### src/rtl/lcd_spi_rx.sv
// lcd_spi_rx: SPI-mode-0 receiver for an LCD controller command stream.
// Recovers bytes from an asynchronous SPI link and decodes the CASET, RASET
// and RAMWR commands. RAMWR data becomes RGB565 pixels with window-relative
// coordinates.
module lcd_spi_rx #(
    parameter int ADDR_W = 9
) (
    input  logic              sys_clk_50MHz,
    input  logic              sys_rst_n,
    input  logic              lcd_cs,
    input  logic              lcd_sclk,
    input  logic              lcd_mosi,
    input  logic              lcd_dc,
    output logic              byte_valid,
    output logic [7:0]        byte_data,
    output logic              byte_dc,
    output logic              pix_valid,
    output logic [ADDR_W-1:0] pix_x,
    output logic [ADDR_W-1:0] pix_y,
    output logic [15:0]       pix_data,
    output logic              cmd_valid
);

    localparam logic [7:0] CODE_CASET = 8'h2A;
    localparam logic [7:0] CODE_RASET = 8'h2B;
    localparam logic [7:0] CODE_RAMWR = 8'h2C;

    typedef enum logic [1:0] {
        IDLE,
        CASET,
        RASET,
        RAMWR
    } state_t;

    // Synchronised versions of the SPI pins and the sclk edge detector
    logic [1:0] cs_sync;
    logic [1:0] sclk_sync;
    logic [1:0] mosi_sync;
    logic [1:0] dc_sync;
    logic       sclk_prev;
    logic       cs_s;
    logic       mosi_s;
    logic       dc_s;
    logic       sclk_rise;

    // Byte assembly
    logic [6:0] shift_reg;
    logic [2:0] bit_cnt;
    logic [7:0] rx_byte;
    logic       rx_dc;
    logic       rx_done;

    // Command decoder state and window / cursor registers
    state_t            state_q;
    state_t            state_d;
    logic [1:0]        param_cnt;
    logic [7:0]        par_sh;
    logic [7:0]        par_sl;
    logic [7:0]        par_eh;
    logic [ADDR_W-1:0] xs;
    logic [ADDR_W-1:0] xe;
    logic [ADDR_W-1:0] ys;
    logic [ADDR_W-1:0] ye;
    logic [ADDR_W-1:0] cur_x;
    logic [ADDR_W-1:0] cur_y;
    logic [ADDR_W-1:0] next_x;
    logic [ADDR_W-1:0] next_y;
    logic              half;
    logic [7:0]        hi_byte;

    // Per-byte decode strobes
    logic is_cmd;
    logic is_param;
    logic is_pixel_byte;
    logic x_wrap;
    logic y_wrap;

    assign cs_s      = cs_sync[1];
    assign mosi_s    = mosi_sync[1];
    assign dc_s      = dc_sync[1];
    assign sclk_rise = sclk_sync[1] & ~sclk_prev;

    // Two-flop synchronisers for every SPI pin. The previous synchronised
    // sclk value is kept for rising-edge detection.
    always_ff @(posedge sys_clk_50MHz) begin
        if (!sys_rst_n) begin
            cs_sync   <= 2'b11;
            sclk_sync <= 2'b00;
            mosi_sync <= 2'b00;
            dc_sync   <= 2'b00;
            sclk_prev <= 1'b0;
        end else begin
            cs_sync   <= {cs_sync[0], lcd_cs};
            sclk_sync <= {sclk_sync[0], lcd_sclk};
            mosi_sync <= {mosi_sync[0], lcd_mosi};
            dc_sync   <= {dc_sync[0], lcd_dc};
            sclk_prev <= sclk_sync[1];
        end
    end

    // Shift in mosi MSB first. The 8th bit completes a byte and captures dc.
    // While cs is high, any partial byte is dropped.
    always_ff @(posedge sys_clk_50MHz) begin
        if (!sys_rst_n) begin
            shift_reg <= '0;
            bit_cnt   <= '0;
            rx_byte   <= '0;
            rx_dc     <= 1'b0;
            rx_done   <= 1'b0;
        end else begin
            rx_done <= 1'b0;
            if (cs_s) begin
                bit_cnt <= '0;
            end else if (sclk_rise) begin
                shift_reg <= {shift_reg[5:0], mosi_s};
                bit_cnt   <= bit_cnt + 3'd1;
                if (bit_cnt == 3'd7) begin
                    rx_byte <= {shift_reg, mosi_s};
                    rx_dc   <= dc_s;
                    rx_done <= 1'b1;
                end
            end
        end
    end

    // Classify each completed byte. Compute the cursor position that
    // follows the current pixel. An inverted window range pins that axis
    // to its start.
    always_comb begin
        is_cmd        = rx_done & ~rx_dc;
        is_param      = rx_done & rx_dc & ((state_q == CASET) | (state_q == RASET));
        is_pixel_byte = rx_done & rx_dc & (state_q == RAMWR);
        x_wrap        = (xs > xe) | (cur_x == xe);
        y_wrap        = (ys > ye) | (cur_y == ye);
        next_x        = cur_x + {{(ADDR_W-1){1'b0}}, 1'b1};
        next_y        = cur_y;
        if (x_wrap) begin
            next_x = xs;
            next_y = y_wrap ? ys : (cur_y + {{(ADDR_W-1){1'b0}}, 1'b1});
        end
    end

    // Decoder state register
    always_ff @(posedge sys_clk_50MHz) begin
        if (!sys_rst_n) begin
            state_q <= IDLE;
        end else begin
            state_q <= state_d;
        end
    end

    // Next state: a command byte always selects the new state. The 4th
    // window parameter returns to IDLE.
    always_comb begin
        state_d = state_q;
        if (is_cmd) begin
            case (rx_byte)
                CODE_CASET: state_d = CASET;
                CODE_RASET: state_d = RASET;
                CODE_RAMWR: state_d = RAMWR;
                default:    state_d = IDLE;
            endcase
        end else if (is_param && (param_cnt == 2'd3)) begin
            state_d = IDLE;
        end
    end

    // Output strobes, window parameter capture, and pixel assembly with
    // cursor advance
    always_ff @(posedge sys_clk_50MHz) begin
        if (!sys_rst_n) begin
            byte_valid <= 1'b0;
            byte_data  <= '0;
            byte_dc    <= 1'b0;
            cmd_valid  <= 1'b0;
            pix_valid  <= 1'b0;
            pix_x      <= '0;
            pix_y      <= '0;
            pix_data   <= '0;
            param_cnt  <= '0;
            par_sh     <= '0;
            par_sl     <= '0;
            par_eh     <= '0;
            xs         <= '0;
            xe         <= '1;
            ys         <= '0;
            ye         <= '1;
            cur_x      <= '0;
            cur_y      <= '0;
            half       <= 1'b0;
            hi_byte    <= '0;
        end else begin
            byte_valid <= rx_done;
            cmd_valid  <= is_cmd;
            pix_valid  <= 1'b0;
            if (rx_done) begin
                byte_data <= rx_byte;
                byte_dc   <= rx_dc;
            end
            if (is_cmd) begin
                half      <= 1'b0;
                param_cnt <= '0;
                if (rx_byte == CODE_RAMWR) begin
                    cur_x <= xs;
                    cur_y <= ys;
                end
            end
            if (is_param) begin
                param_cnt <= param_cnt + 2'd1;
                case (param_cnt)
                    2'd0: par_sh <= rx_byte;
                    2'd1: par_sl <= rx_byte;
                    2'd2: par_eh <= rx_byte;
                    default: begin
                        if (state_q == CASET) begin
                            xs <= ADDR_W'({par_sh, par_sl});
                            xe <= ADDR_W'({par_eh, rx_byte});
                        end else begin
                            ys <= ADDR_W'({par_sh, par_sl});
                            ye <= ADDR_W'({par_eh, rx_byte});
                        end
                    end
                endcase
            end
            if (is_pixel_byte) begin
                if (!half) begin
                    hi_byte <= rx_byte;
                    half    <= 1'b1;
                end else begin
                    pix_valid <= 1'b1;
                    pix_x     <= cur_x;
                    pix_y     <= cur_y;
                    pix_data  <= {hi_byte, rx_byte};
                    half      <= 1'b0;
                    cur_x     <= next_x;
                    cur_y     <= next_y;
                end
            end
        end
    end

endmodule

### config.mk
export PLATFORM = sky130hd
export DESIGN_NAME = lcd_spi_rx
export DESIGN_NICKNAME = d
export VERILOG_FILES = /design/src/rtl/lcd_spi_rx.sv
export SDC_FILE = /design/constraint.sdc
export NUM_CORES = 1
export LEC_CHECK = 0
export ABC_AREA = 1
export CORE_AREA = 2 2 133 135
export DETAILED_ROUTE_END_ITERATION = 6
export DIE_AREA = 0 0 135 137
export PLACE_DENSITY_LB_ADDON = 0.2
export SETUP_SLACK_MARGIN = 0.1
export SLEW_MARGIN = 10
export SYNTH_ARGS = -nofsm -noshare
export SYNTH_HDL_FRONTEND = slang
export SYNTH_SLANG_ARGS = --single-unit
### constraint.sdc
create_clock -name sys_clk_50MHz -period 2.44 [get_ports sys_clk_50MHz]
set_clock_uncertainty 0.05 [all_clocks]
set_input_delay 0.244 -clock sys_clk_50MHz [delete_from_list [all_inputs] [get_ports sys_clk_50MHz]]
set_output_delay 0.244 -clock sys_clk_50MHz [all_outputs]
set_load 0.01 [all_outputs]
Yosys cells after proc, flatten, opt, wreduce, memory -nomap -nowiden
Cells that the tools add are included.
{"block": "word_totals", "reg_bits": 152, "latchBits": 0, "ramBits": 0, "rom_bits": 0, "inputBits": 6, "output_inout_bits": 46, "memories": 0}
{"block": "classes", "add_sub_neg": 4, "multipliers": 0, "div_mod_pow": 0, "n_lt_le_gt_ge": 2, "eq_ne": 13, "n_shift": 0, "n_mux": 21, "n_bitwise": 16, "reduce_logical": 18}
{"op": "$mux W9", "count": 11}
{"op": "$eq A8 B6 Y1 const B", "count": 3}
{"op": "$add A9 B1 Y9 const B", "count": 2}
{"op": "$eq A9 B9 Y1", "count": 2}
{"op": "$gt A9 B9 Y1", "count": 2}
{"op": "$reduce_and A2 Y1", "count": 7}
{"op": "$reduce_and A3 Y1", "count": 3}
{"op": "$eq A2 B2 Y1 const B", "count": 4}
{"op": "$mux W2", "count": 4}
{"op": "$not A1 Y1", "count": 8}
{"op": "$pmux W2 S3", "count": 1}
{"op": "$reduce_bool A2 Y1", "count": 3}
{"op": "$reduce_or A3 Y1", "count": 2}
{"op": "$and A1 B1 Y1", "count": 5}
{"op": "$mux W1", "count": 5}
{"op": "$eq A2 B1 Y1 const B", "count": 2}
{"op": "$add A3 B1 Y3 const B", "count": 1}
{"op": "$eq A3 B3 Y1 const B", "count": 1}
{"op": "$ne A3 B2 Y1 const B", "count": 1}
{"op": "$or A1 B1 Y1", "count": 3}
{"op": "$add A2 B1 Y2 const B", "count": 1}
{"op": "$logic_not A2 Y1", "count": 1}
{"op": "$reduce_or A2 Y1", "count": 1}
{"op": "$logic_and A1 B1 Y1", "count": 1}

Logic depth before layout (Yosys ltp)
{"block": "depth", "depth_word": 6, "ltp_mapped": 16, "ltp_nobuf": 15}

Worst setup path after synthesis
No wires, ideal clock.
{"block": "synth_timing", "path_kind": "flip-flop to flip-flop", "startpoint": "reg xe[8]", "endpoint": "reg cur_y[1]", "setup_ns": 0.132, "arrival_ns": 1.564, "path_slack_ns": 0.693, "path_stages_with_launch": 12, "path_cell_list": "dfxtp_1 -> inv_1 -> ha_1 -> nand2_1 -> nor3_1 -> nand3_1 -> nand2_1 -> nand2_1 -> nand2_2 -> clkinv_1 -> nand3_1 -> a21oi_1"}
{"block": "synth_between", "elab_chain_cells": 3, "elab_cells_between_ends": 4, "classes_between": "order compare: 1; eq/ne: 2; bitwise: 1"}
{"item": "start, declared", "line": "61", "source": "logic [ADDR_W-1:0] xe;"}
{"item": "start signal, assigned", "line": "217", "source": "xe <= ADDR_W'({par_eh, rx_byte});"}
{"item": "$gt A9 B9 Y1 / $eq A9 B9 Y1 (equally long branches)", "line": "133", "source": "x_wrap = (xs > xe) | (cur_x == xe);"}
{"item": "$or A1 B1 Y1 (*)", "line": "133"}
{"item": "$ne A3 B2 Y1 (no line) (*)"}
{"item": "end signal, assigned", "line": "205", "source": "cur_y <= ys;"}
{"item": "end signal, assigned", "line": "236", "source": "cur_y <= next_y;"}
{"item": "end, declared", "line": "65", "source": "logic [ADDR_W-1:0] cur_y;"}
Mark *: on every way between the ends. The rest lies on a longest branch, timed or not.
A chain may end at the register's enable or synchronous reset.

Final worst setup path
{"block": "layout_timing", "startpoint": "reg xe[4]", "endpoint": "reg cur_y[8]"}
The elaborated chain is that of the path after synthesis.

==> metrics.txt <==
status finished clean; CP endpoint kind register; clock power share 51.6%; cell row count 48; Fin. Hold Viols 0; Int Power 4.22 mW; Worst Max-Slew Pin Slew 0.492 ns; first-pass iteration count of the detailed router 5; class of the worst hold path input port to register; Area Growth Syn to Fin 20.4%; via count 5741; core area 17100 um^2; Total Power 5.31 mW; Synth Area per Inst 7.71 um^2; FMAX 492 MHz; vias in the first global route 5259; GRT overflow 0; average wire per standard cell 15.0 um; unrepaired setup endpoints after global routing no; Unique masters post-synth 39; R2R Path Start xe[4]$_SDFFE_PN1P_; WP data required 2.76 ns; clk_lat worst skew 0.43 ns; global-route wire length before repair 28000 um; clock sinks 152; Max FO, Critical Path 9; Max Buffers Root-to-Sink 2; fin crit share 83.3%; Seq pwr share 46.9%; Post-CTS Setup Bufs 0; pwr dens 661 nW/um^2; Seq/Total Area, Yosys 45.6%; Top reg by flops pix_data; maximum vdd drop 0.528 mV; pin count of the biggest net entering global routing 49; Final Critical Period 2.03 ns; most frequent CP cell nand2_1; max reg flops 16; Comb pwr share 1.5%; CP max-delay cell dfxtp_1; Sw Pwr 1.09 mW; Final Max Tran Viols 0; CTS tree yes; initial antenna violation count 1; final weighted congestion in routability-driven placement 0.862; Final Setup Violations 0; final setup TNS 0 ns; die area 18500 um^2; CP max stage delay 0.39 ns; crit path launch xe[4]$_SDFFE_PN1P_; Mapped Area 6670 um^2; Worst EP arrival 2.35 ns; CTS clk-pin slew, worst paths 0.06 ns; number of routed nets with antenna violations 0; htree depth 4; DRC 0; num ports 52; Die Span X 135 um; # resized after CTS 0; die height 137 um; placed cells 1124; Avg Vias per Cell 4.97; yosys warns 0; crit path kind register to register; TritonCTS Buffers 17; Non-Filler Instances 1156; min-delay src lcd_mosi; Initial Util 39.1%; drt initial violations 428; Sw Ratio 20.6%; DRT Wirelength 17300 um; DP HPWL 12200 um; share of layout cells above drive strength 1 8.49%; Slew headroom 67.2%; Root Driver clkbuf_16; Synth Register Bits 152; # fillers 1721; # port buffers 51; LEAKAGE 3.50 nW; Synthesized Nets 899; nets 952; crit path cell chain inv_1, ha_1, nand2_1, inv_1, nand2_1, nand2_1, nand2_1, nand3_1, nand2_1, nand2_1, nand2_2, clkinv_1, nand2_1, nor2_1, nor2_1; Buf/Inv on CP 3; Hold-fix buffers, CTS 0; Max-Cap Viols 0; cell family with most CP delay simple AND/OR/NAND/NOR gates; cells after synthesis 865; All-Layer GR Usage 19.7%; Startpoint Class register
final timing paths:
| path | to | slack [ns] | depth (start not counted) |
|---|---|---|---|
| worst max register to register | cur_y[8]$_SDFFE_PN0P_ | 0.41 | 15 |
| worst min-delay path | mosi_sync[0]$_SDFF_PN0_ | 0.30 | 3 |
| worst min register to register | cs_sync[1]$_SDFF_PN1_ | 0.36 | 1 |
| worst max-delay path | cur_y[8]$_SDFFE_PN0P_ | 0.41 | 15 |
metal layers:
metal | vias up | wire [um] | part of all wire [%] | track usage, %
met2 | 175 | 7480 | 43 | 29.9
met5 | - | 0 | 0 | 0
met3 | 31 | 1120 | 6.5 | 5.19
met1 | 2582 | 8380 | 48 | 26.9
li1 | 2953 | - | - | -
met4 | 0 | 368 | 2.1 | 7.06
power by group through the flow:
stage | Sequential (mW) | Clock, mW | Combinational [mW]
2_1_floorplan | 2.55 | 0 | 0.0524
3_5_place_dp | 2.55 | 0 | 0.0784
5_1_grt | 2.49 | 2.90 | 0.0868
4_1_cts | 2.49 | 2.79 | 0.0780
3_3_place_gp | 2.55 | 0 | 0.0779
6_report | 2.49 | 2.74 | 0.0774
synth_stat cells, drive strengths merged:
library cell,count,share of area (%)
o311ai,2,0.26
o21bai,2,0.22
clkinv,1,0.056
nand3b,1,0.11
a22o,8,1.1
o211ai,27,3.0
a31oi,1,0.094
nor3,7,0.75
ha,28,5.3
nor3b,1,0.11
nor2,62,3.9
o31ai,1,0.11
inv,101,5.7
xor2,13,1.7
a21o,1,0.11
nand3,49,3.8
nand4,7,0.75
or2,4,0.38
o21ai,97,7.3
dfxtp,152,46
nand2,189,11
a211oi,2,0.22
a21oi,66,5.0
buf,20,1.9
clkbuf,17,0.96
xnor2,6,0.79
cell families after synthesis:
kind of cell	Yosys count	synth area share (%)
AO/OA/AOI/OAI	207	17.3
XOR/XNOR	19	2.49
adder cells (fa/ha/maj)	28	5.25
buffers and inverters	139	8.61
flip-flops	152	45.6
AND/OR/NAND/NOR	320	20.7
metrics by stage:
| step | utilization (%) | instance area (um^2) | hold slack (ns) | setup slack [ns] |
|---|---|---|---|---|
| floorplan | - | 6670 | 0.292 | 0.693 |
| global placement | 43.5 | 7420 | 0.343 | 0.453 |
| detailed placement | 43.5 | 7420 | 0.346 | 0.433 |
| CTS | 47.1 | 8030 | 0.285 | 0.422 |
| global route | 47.1 | 8030 | 0.303 | 0.221 |
| finish | 47.1 | 8030 | 0.295 | 0.408 |
placed cells by master (no fill, tap or decap), drive strengths merged:
cell type      synthesis  layout
o21bai                 2       2
or2                    4       4
nand3                 49      49
ha                    28      28
a31oi                  1       1
o311ai                 2       2
nor3b                  1       1
inv                  101     102
nor2                  62      62
nand2                189     189
a22o                   8       8
a211oi                 2       2
a21o                   1       1
xor2                  13      13
diode                  0       1
dfxtp                152     152
clkinvlp               0       2
nand3b                 1       1
buf                   20      21
clkinv                 1       6
clkdlybuf4s50          0      50
bufinv                 0       4
xnor2                  6       6
clkbuf                17      19
o21ai                 97      97
nor3                   7       7
o211ai                27      27
o31ai                  1       1
a21oi                 66      66
nand4                  7       7
final cells by class:
cell class | count | area, um^2 | area share [%]
clock inverters | 12 | 176 | 2.20
repair buffers | 71 | 656 | 8.16
flip-flops and latches | 152 | 3040 | 37.9
multi-input cells | 574 | 3060 | 38.1
inverters | 102 | 383 | 4.77
diodes | 1 | 2.50 | 0.0312
clock buffers | 19 | 433 | 5.39
well taps | 225 | 282 | 3.51
worst register-to-register path, stage by stage, from the launching register on:
cell	delay, ns
dfxtp_1	0.39
inv_1	0.06
ha_1	0.29
nand2_1	0.09
inv_1	0.05
nand2_1	0.06
nand2_1	0.04
nand2_1	0.05
nand3_1	0.06
nand2_1	0.11
nand2_1	0.16
nand2_2	0.20
clkinv_1	0.16
nand2_1	0.08
nor2_1	0.04
nor2_1	0.09
Power figures use the tool's default switching activity.
